## src/rtl/wb_timer_pkg.sv

```systemverilog
// rtl/wb_timer_pkg.sv - shared constants and helpers for the wishbone timer
package wb_timer_pkg;

    localparam logic [31:0] ID_VALUE_DEFAULT = 32'h5754_4D52;
    localparam logic [31:0] COMPARE_RESET    = 32'hFFFF_FFFF;

    localparam logic [11:0] ADDR_CTRL     = 12'h000;
    localparam logic [11:0] ADDR_PRESCALE = 12'h004;
    localparam logic [11:0] ADDR_COMPARE  = 12'h008;
    localparam logic [11:0] ADDR_STATUS   = 12'h00C;
    localparam logic [11:0] ADDR_COUNT    = 12'h100;
    localparam logic [11:0] ADDR_ID       = 12'h104;

    localparam int CTRL_EN      = 0;
    localparam int CTRL_ONESHOT = 1;
    localparam int CTRL_IRQ_EN  = 2;
    localparam int CTRL_CLR     = 8;

    typedef enum logic [2:0] {
        REG_CTRL,
        REG_PRESCALE,
        REG_COMPARE,
        REG_STATUS,
        REG_COUNT,
        REG_ID,
        REG_NONE
    } reg_sel_e;

    // Byte lanes are decoded on the word address only.
    function automatic reg_sel_e decode(input logic [11:0] adr);
        case (adr[11:2])
            ADDR_CTRL[11:2]:     return REG_CTRL;
            ADDR_PRESCALE[11:2]: return REG_PRESCALE;
            ADDR_COMPARE[11:2]:  return REG_COMPARE;
            ADDR_STATUS[11:2]:   return REG_STATUS;
            ADDR_COUNT[11:2]:    return REG_COUNT;
            ADDR_ID[11:2]:       return REG_ID;
            default:             return REG_NONE;
        endcase
    endfunction

    function automatic logic [31:0] byte_mask(input logic [3:0] sel);
        return {{8{sel[3]}}, {8{sel[2]}}, {8{sel[1]}}, {8{sel[0]}}};
    endfunction

endpackage

```

## src/rtl/wb_timer_presc.sv

```systemverilog
// rtl/wb_timer_presc.sv - free-running prescaler emitting one tick per limit+1 enabled cycles
module wb_timer_presc
    import wb_timer_pkg::*;
(
    input  logic        clk,
    input  logic        rst_n,
    input  logic        en,
    input  logic        clr,
    input  logic [15:0] limit,
    output logic        tick
);

    logic [15:0] cnt;

    assign tick = en & (cnt == limit);

    always_ff @(posedge clk or negedge rst_n) begin
        if (!rst_n) begin
            cnt <= '0;
        end else if (clr) begin
            cnt <= '0;
        end else if (en) begin
            cnt <= tick ? 16'd0 : cnt + 16'd1;
        end
    end

endmodule

```

## src/rtl/wb_timer.sv

```systemverilog
// rtl/wb_timer.sv - wishbone slave timer with prescaler, compare match and interrupt
module wb_timer
    import wb_timer_pkg::*;
#(
    parameter logic [31:0] ID_VALUE = ID_VALUE_DEFAULT
) (
    input  logic        wb_clk_i,
    input  logic        wb_rst_n_i,
    input  logic [11:0] wb_adr_i,
    input  logic [31:0] wb_dat_i,
    output logic [31:0] wb_dat_o,
    input  logic        wb_we_i,
    input  logic [3:0]  wb_sel_i,
    input  logic        wb_stb_i,
    input  logic        wb_cyc_i,
    output logic        wb_ack_o,
    output logic        irq_o
);

    logic        ready;
    logic        access;
    logic        wr;
    logic        tick;
    logic        clr;
    logic        match_hit;
    logic        ctrl_en;
    logic        ctrl_oneshot;
    logic        ctrl_irq_en;
    logic        match;
    logic [15:0] prescale;
    logic [31:0] compare;
    logic [31:0] count;
    logic [31:0] mask;
    logic [31:0] rdata;
    reg_sel_e    rsel;

    // Accesses are held off for one edge after reset release.
    assign access    = ready & wb_cyc_i & wb_stb_i & ~wb_ack_o;
    assign wr        = access & wb_we_i;
    assign rsel      = decode(wb_adr_i);
    assign mask      = byte_mask(wb_sel_i);
    assign clr       = wr & (rsel == REG_CTRL) & mask[CTRL_CLR] & wb_dat_i[CTRL_CLR];
    assign match_hit = tick & ~clr & (count == compare);
    assign irq_o     = match & ctrl_irq_en;

    wb_timer_presc u_presc (
        .clk   (wb_clk_i),
        .rst_n (wb_rst_n_i),
        .en    (ctrl_en),
        .clr   (clr),
        .limit (prescale),
        .tick  (tick)
    );

    always_comb begin
        rdata = '0;
        case (rsel)
            REG_CTRL:     rdata = {29'b0, ctrl_irq_en, ctrl_oneshot, ctrl_en};
            REG_PRESCALE: rdata = {16'b0, prescale};
            REG_COMPARE:  rdata = compare;
            REG_STATUS:   rdata = {31'b0, match};
            REG_COUNT:    rdata = count;
            REG_ID:       rdata = ID_VALUE;
            default:      rdata = '0;
        endcase
    end

    always_ff @(posedge wb_clk_i or negedge wb_rst_n_i) begin
        if (!wb_rst_n_i) begin
            ready    <= 1'b0;
            wb_ack_o <= 1'b0;
            wb_dat_o <= '0;
        end else begin
            ready    <= 1'b1;
            wb_ack_o <= access;
            wb_dat_o <= (access & ~wb_we_i) ? rdata : 32'h0;
        end
    end

    always_ff @(posedge wb_clk_i or negedge wb_rst_n_i) begin
        if (!wb_rst_n_i) begin
            ctrl_en      <= 1'b0;
            ctrl_oneshot <= 1'b0;
            ctrl_irq_en  <= 1'b0;
            prescale     <= '0;
            compare      <= COMPARE_RESET;
            match        <= 1'b0;
            count        <= '0;
        end else begin
            if (match_hit && ctrl_oneshot) ctrl_en <= 1'b0;
            // A bus write to CTRL overrides the one-shot auto-disable on the same edge.
            if (wr && rsel == REG_CTRL) begin
                if (mask[CTRL_EN])      ctrl_en      <= wb_dat_i[CTRL_EN];
                if (mask[CTRL_ONESHOT]) ctrl_oneshot <= wb_dat_i[CTRL_ONESHOT];
                if (mask[CTRL_IRQ_EN])  ctrl_irq_en  <= wb_dat_i[CTRL_IRQ_EN];
            end
            if (wr && rsel == REG_PRESCALE)
                prescale <= (prescale & ~mask[15:0]) | (wb_dat_i[15:0] & mask[15:0]);
            if (wr && rsel == REG_COMPARE)
                compare <= (compare & ~mask) | (wb_dat_i & mask);
            match <= match_hit |
                     (match & ~(wr && rsel == REG_STATUS && mask[0] && wb_dat_i[0]));
            if (clr)
                count <= '0;
            else if (tick)
                count <= (count == compare) ? 32'h0 : count + 32'h1;
        end
    end

endmodule

```

## config.mk

```make
export PLATFORM = sky130hd
export DESIGN_NAME = wb_timer
export DESIGN_NICKNAME = d
export VERILOG_FILES = /design/src/rtl/wb_timer_pkg.sv /design/src/rtl/wb_timer_presc.sv /design/src/rtl/wb_timer.sv
export SDC_FILE = /design/constraint.sdc
export NUM_CORES = 1
export LEC_CHECK = 0
export BUFFER_PORTS_ARGS = -buffer_cell sky130_fd_sc_hd__buf_2
export CAP_MARGIN = 20
export CORE_MARGIN = 2
export CORE_UTILIZATION = 35
export DETAILED_ROUTE_END_ITERATION = 8
export GPL_TIMING_DRIVEN = 0
export PLACE_DENSITY = 0.56
export SYNTH_ARGS = -nofsm -noshare
export SYNTH_HDL_FRONTEND = slang
export SYNTH_SLANG_ARGS = --single-unit
```

## constraint.sdc

```tcl
create_clock -name wb_clk_i -period 1.9 [get_ports wb_clk_i]
set_input_delay 0.19 -clock wb_clk_i [delete_from_list [all_inputs] [get_ports wb_clk_i]]
set_output_delay 0.19 -clock wb_clk_i [all_outputs]
set_load 0.01 [all_outputs]
```

* Word level (Yosys, flattened, before mapping) *
Cells that the tools add are included.
W data, S select, Z words.

operators by class
  add/sub/neg operators = 2
  equality and inequality tests = 12
  muxes and demuxes = 12
  bitwise logic cells = 26
  reductions and logical operators = 12

operators by type and width
  cell                     count
  $pmux W32 S6             1
  $mux W32                 4
  $and A32 B32 Y32         2
  $mux W16                 3
  $add A32 B1 Y32 const B  1
  $and A16 B16 Y16         2
  $eq A32 B32 Y1           1
  $not A32 Y32             1
  $or A32 B32 Y32          1
  $eq A10 B2 Y1 const B    2
  $eq A10 B7 Y1 const B    2
  $pmux W3 S6              1
  $add A16 B1 Y16 const B  1
  $eq A16 B16 Y1           1
  $not A16 Y16             1
  $or A16 B16 Y16          1
  $and A1 B1 Y1            13
  $eq A10 B1 Y1 const B    1
  $logic_not A10 Y1        1
  $logic_and A1 B1 Y1      7
  $eq A3 B2 Y1 const B     2
  $eq A3 B3 Y1 const B     2
  $not A1 Y1               4
  $reduce_bool A2 Y1       2
  5 further kinds          7

word-level totals
  register bits = 134
  output and inout bits = 34

* Depth between registers and ports, before layout *
Gate-level depths: netlist of run 1.

  depth after elaboration = 14
  depth in mapped cells = 11
  depth with buffers taken out = 9

* Cells and area by module *
From an unflattened synthesis of run 1, not the netlist that was laid out.

unflattened totals
  cells, all modules = 692
  area, all modules = 7070.5 um2

by module, submodules not included
  module          instances  cells an instance  area an instance (um2)  sequential area each (um2)
  wb_timer        1          570                5983.2                  2992.9
  wb_timer_presc  1          122                1087.3                  400.4

* Worst setup path before layout of run 1 *
OpenSTA, ideal clock, no wires.

  path kind = input to register
  start point = in wb_adr_i[6]
  end point = reg u_presc.cnt[15]
  library setup time = 119 ps
  arrival time = 2269 ps
  path slack = -487 ps
  cell stages on the path = 10
  path through = nor4_4 and2_1 nand2_1 ha_1 clkbuf_1 a31oi_2 o21ai_2 a2111oi_0 xnor2_1 nor2_1

on the way
  longest elaborated chain between the ends = 7
  elaborated cells between the ends (all ways) = 13

ends and longest elaborated chain
  item                                            RTL line              RTL
  start: declaration                              wb_timer.sv:9         input logic [11:0] wb_adr_i,
  $eq A10 B7 Y1, or another cell as far along     wb_timer_pkg.sv:31    case (adr[11:2])
  $pmux W3 S6 *                                   wb_timer_pkg.sv:31
  $logic_not A3 Y1 *                              wb_timer.sv:42        assign clr = wr & (rsel == REG_CTRL) & mask[CTRL_CLR] & wb_dat_i[CTRL_CLR];
  $and A1 B1 Y1 * (3 in a row)                    wb_timer.sv:42
  $mux W16 or $reduce_bool A2 Y1 (tied branches)  -
  end signal: assignment                          wb_timer_presc.sv:23  cnt <= tick ? 16'd0 : cnt + 16'd1;
  end: declaration                                wb_timer_presc.sv:13  logic [15:0] cnt;

Mark *: on every way between the ends. The rest lies on a longest branch, timed or not.
A chain may end at the register's enable or synchronous reset.

==> reports/qor.txt, run 1 <==
==============================================================================
Final Cycle Share ...............................................       112.5%
Number of buffers inserted during clock tree synthesis ..........           17
Initial Utilization .............................................       35.84%
Antenna diodes ..................................................            0
Number of nets with antenna violations after detailed routing ...            0
Layout cells sized above 1 ......................................       46.44%
Outcome ......................................................... finished with violations
Final number of max-transition violations .......................            0
Count of mapped cells out of synthesis ..........................          682
Power Total .....................................................   0.006796 W
Area share of the leading cell type in the synthesized netlist ..       36.35%
Final critical path time including I/O delays and setup .........     2.138 ns
Net switching share of the total power ..........................       21.48%
Avg Synthesized Cell Area .......................................  10.30 sq um
Worst-case vdd ir drop ..........................................    0.5259 mV
Via count of the first global-routing pass ......................         6084
Gr ovfl total ...................................................            0
Category of the critical setup timing path ......................   reg -> reg
Worst clock skew on the final layout ............................   0.01096 ns
Most instantiated library cell after synthesis .................. sky130_fd_sc_hd__dfrtp_1
Iteration count of the initial detailed-routing pass ............            7
Average wire per standard cell ..................................     20.62 um
# DRC ...........................................................            0
Total number of vias ............................................         6235
Placed Area ..................................................... 0.008015 sq mm
Area delta synth->final .........................................       41.00%
RePlAce Congestion ..............................................       0.8728
Max cap viols ...................................................            0
Setup-failing EPs final .........................................           34
Level count of the clock H-tree .................................            4
Top-Level Pins ..................................................           87
Failing checks .................................................. negative setup slack
Clock-pin slew on the worst setup and hold paths ................      0.06 ns
Total GRT Usage .................................................       21.68%
Largest fanout on the critical path .............................            3
Worst Path Arrival ..............................................      2.45 ns
Filler cell count ...............................................         1756
Number of distinct library cells after synthesis ................           55
Hold/Removal Path Class .........................................    in -> reg
Sequential element share of the synthesized area ................       48.33%
Overall routed net length .......................................     23410 um
Clock insertion delay at the later pin of the skew report .......      0.43 ns
Power per Cell Area ............................................. 686.4 mW/mm^2
Utilization of the core after routing ...........................       50.54%
Clock root cell ................................................. sky130_fd_sc_hd__clkbuf_16
Wire length of the first global-routing pass ....................     35160 um
Post-Syn Nets ...................................................          738
Std-Cell Rows ...................................................           51
Detail-routed via count per cell ................................        5.493
Final TNS setup .................................................    -5.368 ns
Initial DRC Count ...............................................          442
Clock tree from TritonCTS .......................................         done
CP Capture Type .................................................         flop
Net switching power of the design ...............................   0.001460 W
Internal power ..................................................   0.005336 W
Worst slack at placement ........................................   -0.9783 ns
Die outline width ...............................................     145.6 um
# nets final ....................................................          913
Ranking of synthesized cells by area ............................ sky130_fd_sc_hd__dfrtp_1 (36%), sky130_fd_sc_hd__dfstp_2 (12%), sky130_fd_sc_hd__mux2_2 (8.0%), sky130_fd_sc_hd__xor2_1 (5.0%), sky130_fd_sc_hd__nand2_1 (3.6%)
Buffers added on ports ..........................................           84
Maximum clock path buffer count .................................            2
Antenna violations before repair ................................            0
Relative contribution of combinational cells to total power .....         3.6%
Most instantiated cells after synthesis ......................... sky130_fd_sc_hd__dfrtp_1 (102), sky130_fd_sc_hd__nand2_1 (68), sky130_fd_sc_hd__mux2_2 (50), sky130_fd_sc_hd__xor2_1 (40), sky130_fd_sc_hd__nor2_1 (39)
Pin count of the biggest net entering global routing ............           73
Async S/R FF share, synth .......................................       100.0%
Fmax ............................................................    467.7 MHz
Static Leak .....................................................     4.326 nW
Post-synth EDFFs ................................................            0
Setup repair after global routing missed its margin .............          yes
Core Region ..................................................... 0.01959 sq mm
FF+latch count, synth ...........................................          134
Startpoint type of the worst setup path .........................         flop
Most used flip-flop cell after synthesis ........................ sky130_fd_sc_hd__dfrtp_1
Number of sinks on the clock net ................................          134
Slew at the pin with the worst max-slew slack ...................    0.5796 ns
CP required .....................................................      2.21 ns
Number of failing hold endpoints at the final stage .............            0
Normalized max-slew margin ......................................       61.36%
Cell area after technology mapping .............................. 0.007022 sq mm
Sequential group share of total power ...........................        42.5%
Clock Power Share ...............................................        54.0%
Chip Height .....................................................     145.6 um
Cell type contributing the most total cell area after synthesis . sky130_fd_sc_hd__dfrtp_1
Hpwl dp .........................................................     15280 um
Yosys warning total .............................................            0
Die ar. ......................................................... 0.02121 sq mm
Post-route cell area ............................................ 0.009901 sq mm
Final setup margin ..............................................   -0.2382 ns
==============================================================================
what timing repair did:
action	in CTS	in global routing
pin swaps	35	24
gates resized for setup	115	45
setup endpoints to repair	131	105
hold endpoints to repair	53	0
buffers inserted	49	19
cloned	3	2
hold buffers	12	0
area by class of cell:
class | count | area (sq um) | share of cell area [%]
buffer | 39 | 406.6 | 4.107
clock buffer | 20 | 446.7 | 4.512
clock inverter | 12 | 198.9 | 2.009
inverter | 7 | 30.03 | 0.3033
multi-input combinational | 488 | 3854 | 38.92
sequential | 134 | 3420 | 34.54
tap | 265 | 331.6 | 3.349
timing repair buffer | 170 | 1214 | 12.26
final timing paths:
path	start	end	slack, ns	cells past startpoint
max	flop	ctrl_en$_DFF_PN0_	-0.24	7
min	wb_dat_i[26]	flop	0.009	2
max reg2reg	flop	ctrl_en$_DFF_PN0_	-0.24	7
min reg2reg	flop	wb_dat_o[25]$_DFF_PN0_	0.52	2
max in group asynchronous	wb_rst_n_i	async pin	0.79	3
min in group asynchronous	wb_rst_n_i	count[24]$_DFFE_PN0P_	0.30	2
critical path: stages (launching register included):
cell and delay, ns:
sky130_fd_sc_hd__dfstp_2 0.61, sky130_fd_sc_hd__xor2_2 0.10, sky130_fd_sc_hd__nor4_2 0.28, sky130_fd_sc_hd__nand4_1 0.17, sky130_fd_sc_hd__nor2_4 0.24, sky130_fd_sc_hd__buf_8 0.14
sky130_fd_sc_hd__nand4_1 0.18, sky130_fd_sc_hd__a31o_2 0.30
stage by stage:
stage / cells / hold slack, ns
global route: 1135 / 0.005308
CTS: 1115 / 0.001403
finish: 1135 / 0.009058
global placement: 1031 / 0.4237
detailed placement: 1032 / 0.2083
floorplan: 682 / -0.1056
cell usage in the layout (no fill, tap or decap), types with 23 or more instances in the layout:
master,synthesis,layout
sky130_fd_sc_hd__buf_2,8,84
sky130_fd_sc_hd__buf_4,1,62
sky130_fd_sc_hd__dfrtp_1,102,81
sky130_fd_sc_hd__dfstp_2,32,32
sky130_fd_sc_hd__mux2_2,50,46
sky130_fd_sc_hd__nand2_1,68,60
sky130_fd_sc_hd__nand3_1,28,26
sky130_fd_sc_hd__nor2_1,39,32
sky130_fd_sc_hd__o21ai_0,24,23
sky130_fd_sc_hd__xnor2_1,23,23
sky130_fd_sc_hd__xor2_1,40,37
metal layers:
layer	global-route usage, %	up-vias	wire (um)
met3	4.545	51	1554
li1	-	2828	-
met5	0	-	0
met2	33.60	246	10870
met1	29.85	3110	10260
met4	8.382	0	727
cell families (layout without fill, tap and decap cells):
group                      after synthesis  count (layout)  synth area share, %
xor gates and xnor gates                63              63                7.858
other                                    1               1              0.05341
AOI/OAI and AO/OA                      137             137                14.24
muxes                                   50              50                8.019
buffers and inverters                   60             248                3.582
and+or+nand+nor                        234             234                17.39
DFF                                    134             134                48.33
adders and majority gates                3               3               0.5346
power groups by stage:
stage	logic (W)	clock network (W)	registers [W]
6_report	0.000241	0.00367	0.00289
5_1_grt	0.000270	0.00384	0.00289
4_1_cts	0.000241	0.00371	0.00289
3_5_place_dp	0.000210	0	0.00293
3_3_place_gp	0.000200	0	0.00293
2_1_floorplan	0.0000570	0	0.00293
Power figures use the tool's default switching activity.
==> inputs of run 2 (changes only) <==
--- a/config.mk
+++ b/config.mk
@@ -11,7 +11,7 @@
 export CORE_UTILIZATION = 35
 export DETAILED_ROUTE_END_ITERATION = 8
 export GPL_TIMING_DRIVEN = 0
-export PLACE_DENSITY = 0.56
+export PLACE_DENSITY = 0.54
 export SYNTH_ARGS = -nofsm -noshare
 export SYNTH_HDL_FRONTEND = slang
 export SYNTH_SLANG_ARGS = --single-unit
==> constraint.sdc (replaced) <==
create_clock -name wb_clk_i -period 2.14 [get_ports wb_clk_i]
set_input_delay 0.214 -clock wb_clk_i [delete_from_list [all_inputs] [get_ports wb_clk_i]]
set_output_delay 0.214 -clock wb_clk_i [all_outputs]
set_load 0.01 [all_outputs]
==> run 2 against run 1 <==
The run now ends clean. Clock power shrank 19%. Critical endpoint unchanged. Wire length down 4.6%. Critical path type unchanged. Highest routed layer unchanged. Hold slack better by 0.019 ns. Largest power group unchanged. First-iteration DRC count rose by 20%.
==> reports/qor.txt, run 2 (synthesized netlist as in run 1, its figures left out) <==
============================================================================
Outcome .......................................................    completed
Final critical path time including I/O delays and setup .......     2.123 ns   -0.01494 ns
Core Region ................................................... 0.01959 sq mm   unchanged
Static Leak ...................................................     3.950 nW   -8.7%
Gr ovfl total .................................................            0   unchanged
Normalized max-slew margin ....................................       56.53%   -4.8 points
Seq. cell area ................................................ 0.003417 sq mm   about the same
Hold/Removal Path Class .......................................    in -> reg
Chip Height ...................................................     145.6 um   unchanged
Inst Count DP .................................................         1032   unchanged
Final setup margin ............................................   0.01674 ns   +0.2549 ns
Antenna diodes ................................................            0   unchanged
Top-Level Pins ................................................           87   unchanged
Most frequent cells in the layout ............................. sky130_fd_sc_hd__buf_2 (86), sky130_fd_sc_hd__dfrtp_1 (83), sky130_fd_sc_hd__nand2_1 (60)
Placed Area ................................................... 0.007971 sq mm   -0.55%
Maximum clock path buffer count ...............................            2   unchanged
Hpwl dp .......................................................     16050 um   +5.0%
Number of sinks on the clock net ..............................          134   unchanged
Average wire per standard cell ................................     20.56 um   -0.33%
Initial DRC Count .............................................          529   +20%
Die outline width .............................................     145.6 um   unchanged
Overall routed net length .....................................     22320 um   -4.6%
Slew at the pin with the worst max-slew slack .................    0.6473 ns   +0.06769 ns
Number of failing hold endpoints at the final stage ...........            0   unchanged
Area taken by multi-input logic gates ......................... 0.003726 sq mm   -3.3%
Worst clock skew on the final layout ..........................   0.01008 ns   -0.0008803 ns
Critical path startpoint ...................................... u_presc.cnt[3]$_DFFE_PN0P_
Antenna violations before repair ..............................            0   unchanged
CP required ...................................................      2.44 ns   +0.23 ns
Clock root cell ............................................... sky130_fd_sc_hd__clkbuf_16
Detail-routed via count per cell ..............................        5.547   +0.98%
# DRC .........................................................            0   unchanged
Clock tree from TritonCTS .....................................         done
Most common cell after layout, fill and taps aside ............ sky130_fd_sc_hd__buf_2
Area delta synth->final .......................................       31.17%
Total GRT Usage ...............................................       20.89%   -0.78 points
Final Cycle Share .............................................       99.22%   -13 points
Filler cell count .............................................         1793   +2.1%
RePlAce Congestion ............................................       0.8781   +0.61%
Power per Cell Area ........................................... 620.7 mW/mm^2   -9.6%
Worst-case vdd ir drop ........................................    0.3283 mV   -38%
Number of buffers inserted during clock tree synthesis ........           17   unchanged
Die ar. ....................................................... 0.02121 sq mm   unchanged
Min-delay src ................................................. wb_dat_i[21]
Final number of max-transition violations .....................            0   unchanged
Pin count of the biggest net entering global routing ..........           86   +18%
Clock-pin slew on the worst setup and hold paths ..............      0.06 ns   about the same
Power Total ...................................................   0.005717 W   -16%
Iteration count of the initial detailed-routing pass ..........            6   -1
Worst slack at placement ......................................    -1.004 ns   -0.02534 ns
CP Capture Type ...............................................         flop
Wire length of the first global-routing pass ..................     34440 um   -2.0%
Total number of vias ..........................................         6024   -3.4%
Startpoint type of the worst setup path .......................         flop
Final non-filler cell total ...................................         1086   -4.3%
Level count of the clock H-tree ...............................            4   unchanged
Fmax ..........................................................    471.0 MHz   +0.70%
Category of the critical setup timing path ....................   reg -> reg
Number of nets with antenna violations after detailed routing .            0   unchanged
Worst Path Arrival ............................................      2.43 ns   -0.02 ns
Final TNS setup ...............................................         0 ns   +5.368 ns
Setup repair after global routing missed its margin ...........          yes
Max cap viols .................................................            0   unchanged
Clock insertion delay at the later pin of the skew report .....      0.42 ns   about the same
Largest fanout on the critical path ...........................            8   +5
Initial Utilization ...........................................       35.84%   unchanged
# nets final ..................................................          864   -5.4%
Std-Cell Rows .................................................           51   unchanged
Buffers added on ports ........................................           84   unchanged
Worst flop-to-flop path startpoint ............................ u_presc.cnt[3]$_DFFE_PN0P_
Setup-failing EPs final .......................................            0   -100%
Post-route cell area .......................................... 0.009210 sq mm   -7.0%
Layout cells sized above 1 ....................................       42.02%   -4.4 points
Via count of the first global-routing pass ....................         5986   -1.6%
============================================================================
==> run 2: cell count changes in the layout (fill, tap and decap cells not counted), moves of 4 or more <==
cell | previous run | this run
sky130_fd_sc_hd__or3_1 | 5 | 9
sky130_fd_sc_hd__nand2_2 | 2 | 6
sky130_fd_sc_hd__dlygate4sd3_1 | 12 | 1
sky130_fd_sc_hd__nor2_2 | 5 | 1
sky130_fd_sc_hd__or3_4 | 4 | 0
sky130_fd_sc_hd__mux2_2 | 46 | 50
sky130_fd_sc_hd__buf_4 | 62 | 31
sky130_fd_sc_hd__clkbuf_1 | 5 | 9
sky130_fd_sc_hd__mux2_4 | 4 | 0
sky130_fd_sc_hd__nand2_4 | 6 | 0
==> run 2: layout make-up <==
cell class                 count  share of cell area [%]
buffer                        39                   3.586
clock buffer                  22                   5.040
clock inverter                10                   1.413
inverter                       7                  0.2853
multi-input combinational    488                   40.46
sequential                   134                   37.10
tap                          265                   3.600
timing repair buffer         121                   8.518
==> run 2: metal layers <==
metal / vias to the layer above / track usage, % / wire length [um]
met5: - / 0 / 0
met4: 0 / 7.500 / 585
met3: 50 / 4.671 / 1532
met2: 241 / 32.99 / 10540
met1: 2996 / 28.34 / 9661
li1: 2737 / - / -
==> run 2: path summary, 6_finish.rpt <==
kind / endpoint / slack (ns) / depth (start not counted)
worst max register to register: ctrl_en$_DFF_PN0_ / 0.02 / 6
min in group asynchronous: count[18]$_DFFE_PN0P_ / 0.29 / 2
max in group asynchronous: async pin / 1.03 / 3
worst min-delay path: flop / 0.03 / 2
worst max-delay path: ctrl_en$_DFF_PN0_ / 0.02 / 6
worst min register to register: wb_dat_o[18]$_DFF_PN0_ / 0.52 / 2
==> run 2: critical path: stages (launching register included) <==
cell and delay, ns:
sky130_fd_sc_hd__dfrtp_1 0.45, sky130_fd_sc_hd__xnor2_1 0.23, sky130_fd_sc_hd__nand4_1 0.15, sky130_fd_sc_hd__nor3_2 0.24
sky130_fd_sc_hd__and2_1 0.39, sky130_fd_sc_hd__nand4_1 0.25, sky130_fd_sc_hd__a31o_2 0.31
==> run 2: timing repair <==
| action | CTS | global route |
|---|---|---|
| pin swaps | 12 | 28 |
| buffers inserted | 14 | 20 |
| hold endpoints to repair | 44 | 0 |
| cloned | 0 | 1 |
| hold buffers | 1 | 0 |
| endpoints found under the setup margin | 121 | 100 |
| gates resized for setup | 43 | 85 |
==> run 2: power by group <==
group	switching [W]	internal, W
registers	0.0000150	0.00255
clock network	0.00107	0.00188
logic	0.000122	0.0000737
total	0.00121	0.00451
==> run 2: stage by stage <==
step / hold WS (ns) / utilization [%]
after floorplan: -0.08159 / -
after global placement: 0.4485 / 40.52
after detailed placement: 0.1905 / 40.69
after CTS: 0.02079 / 44.76
after global routing: 0.02218 / 47.01
final: 0.02853 / 47.01
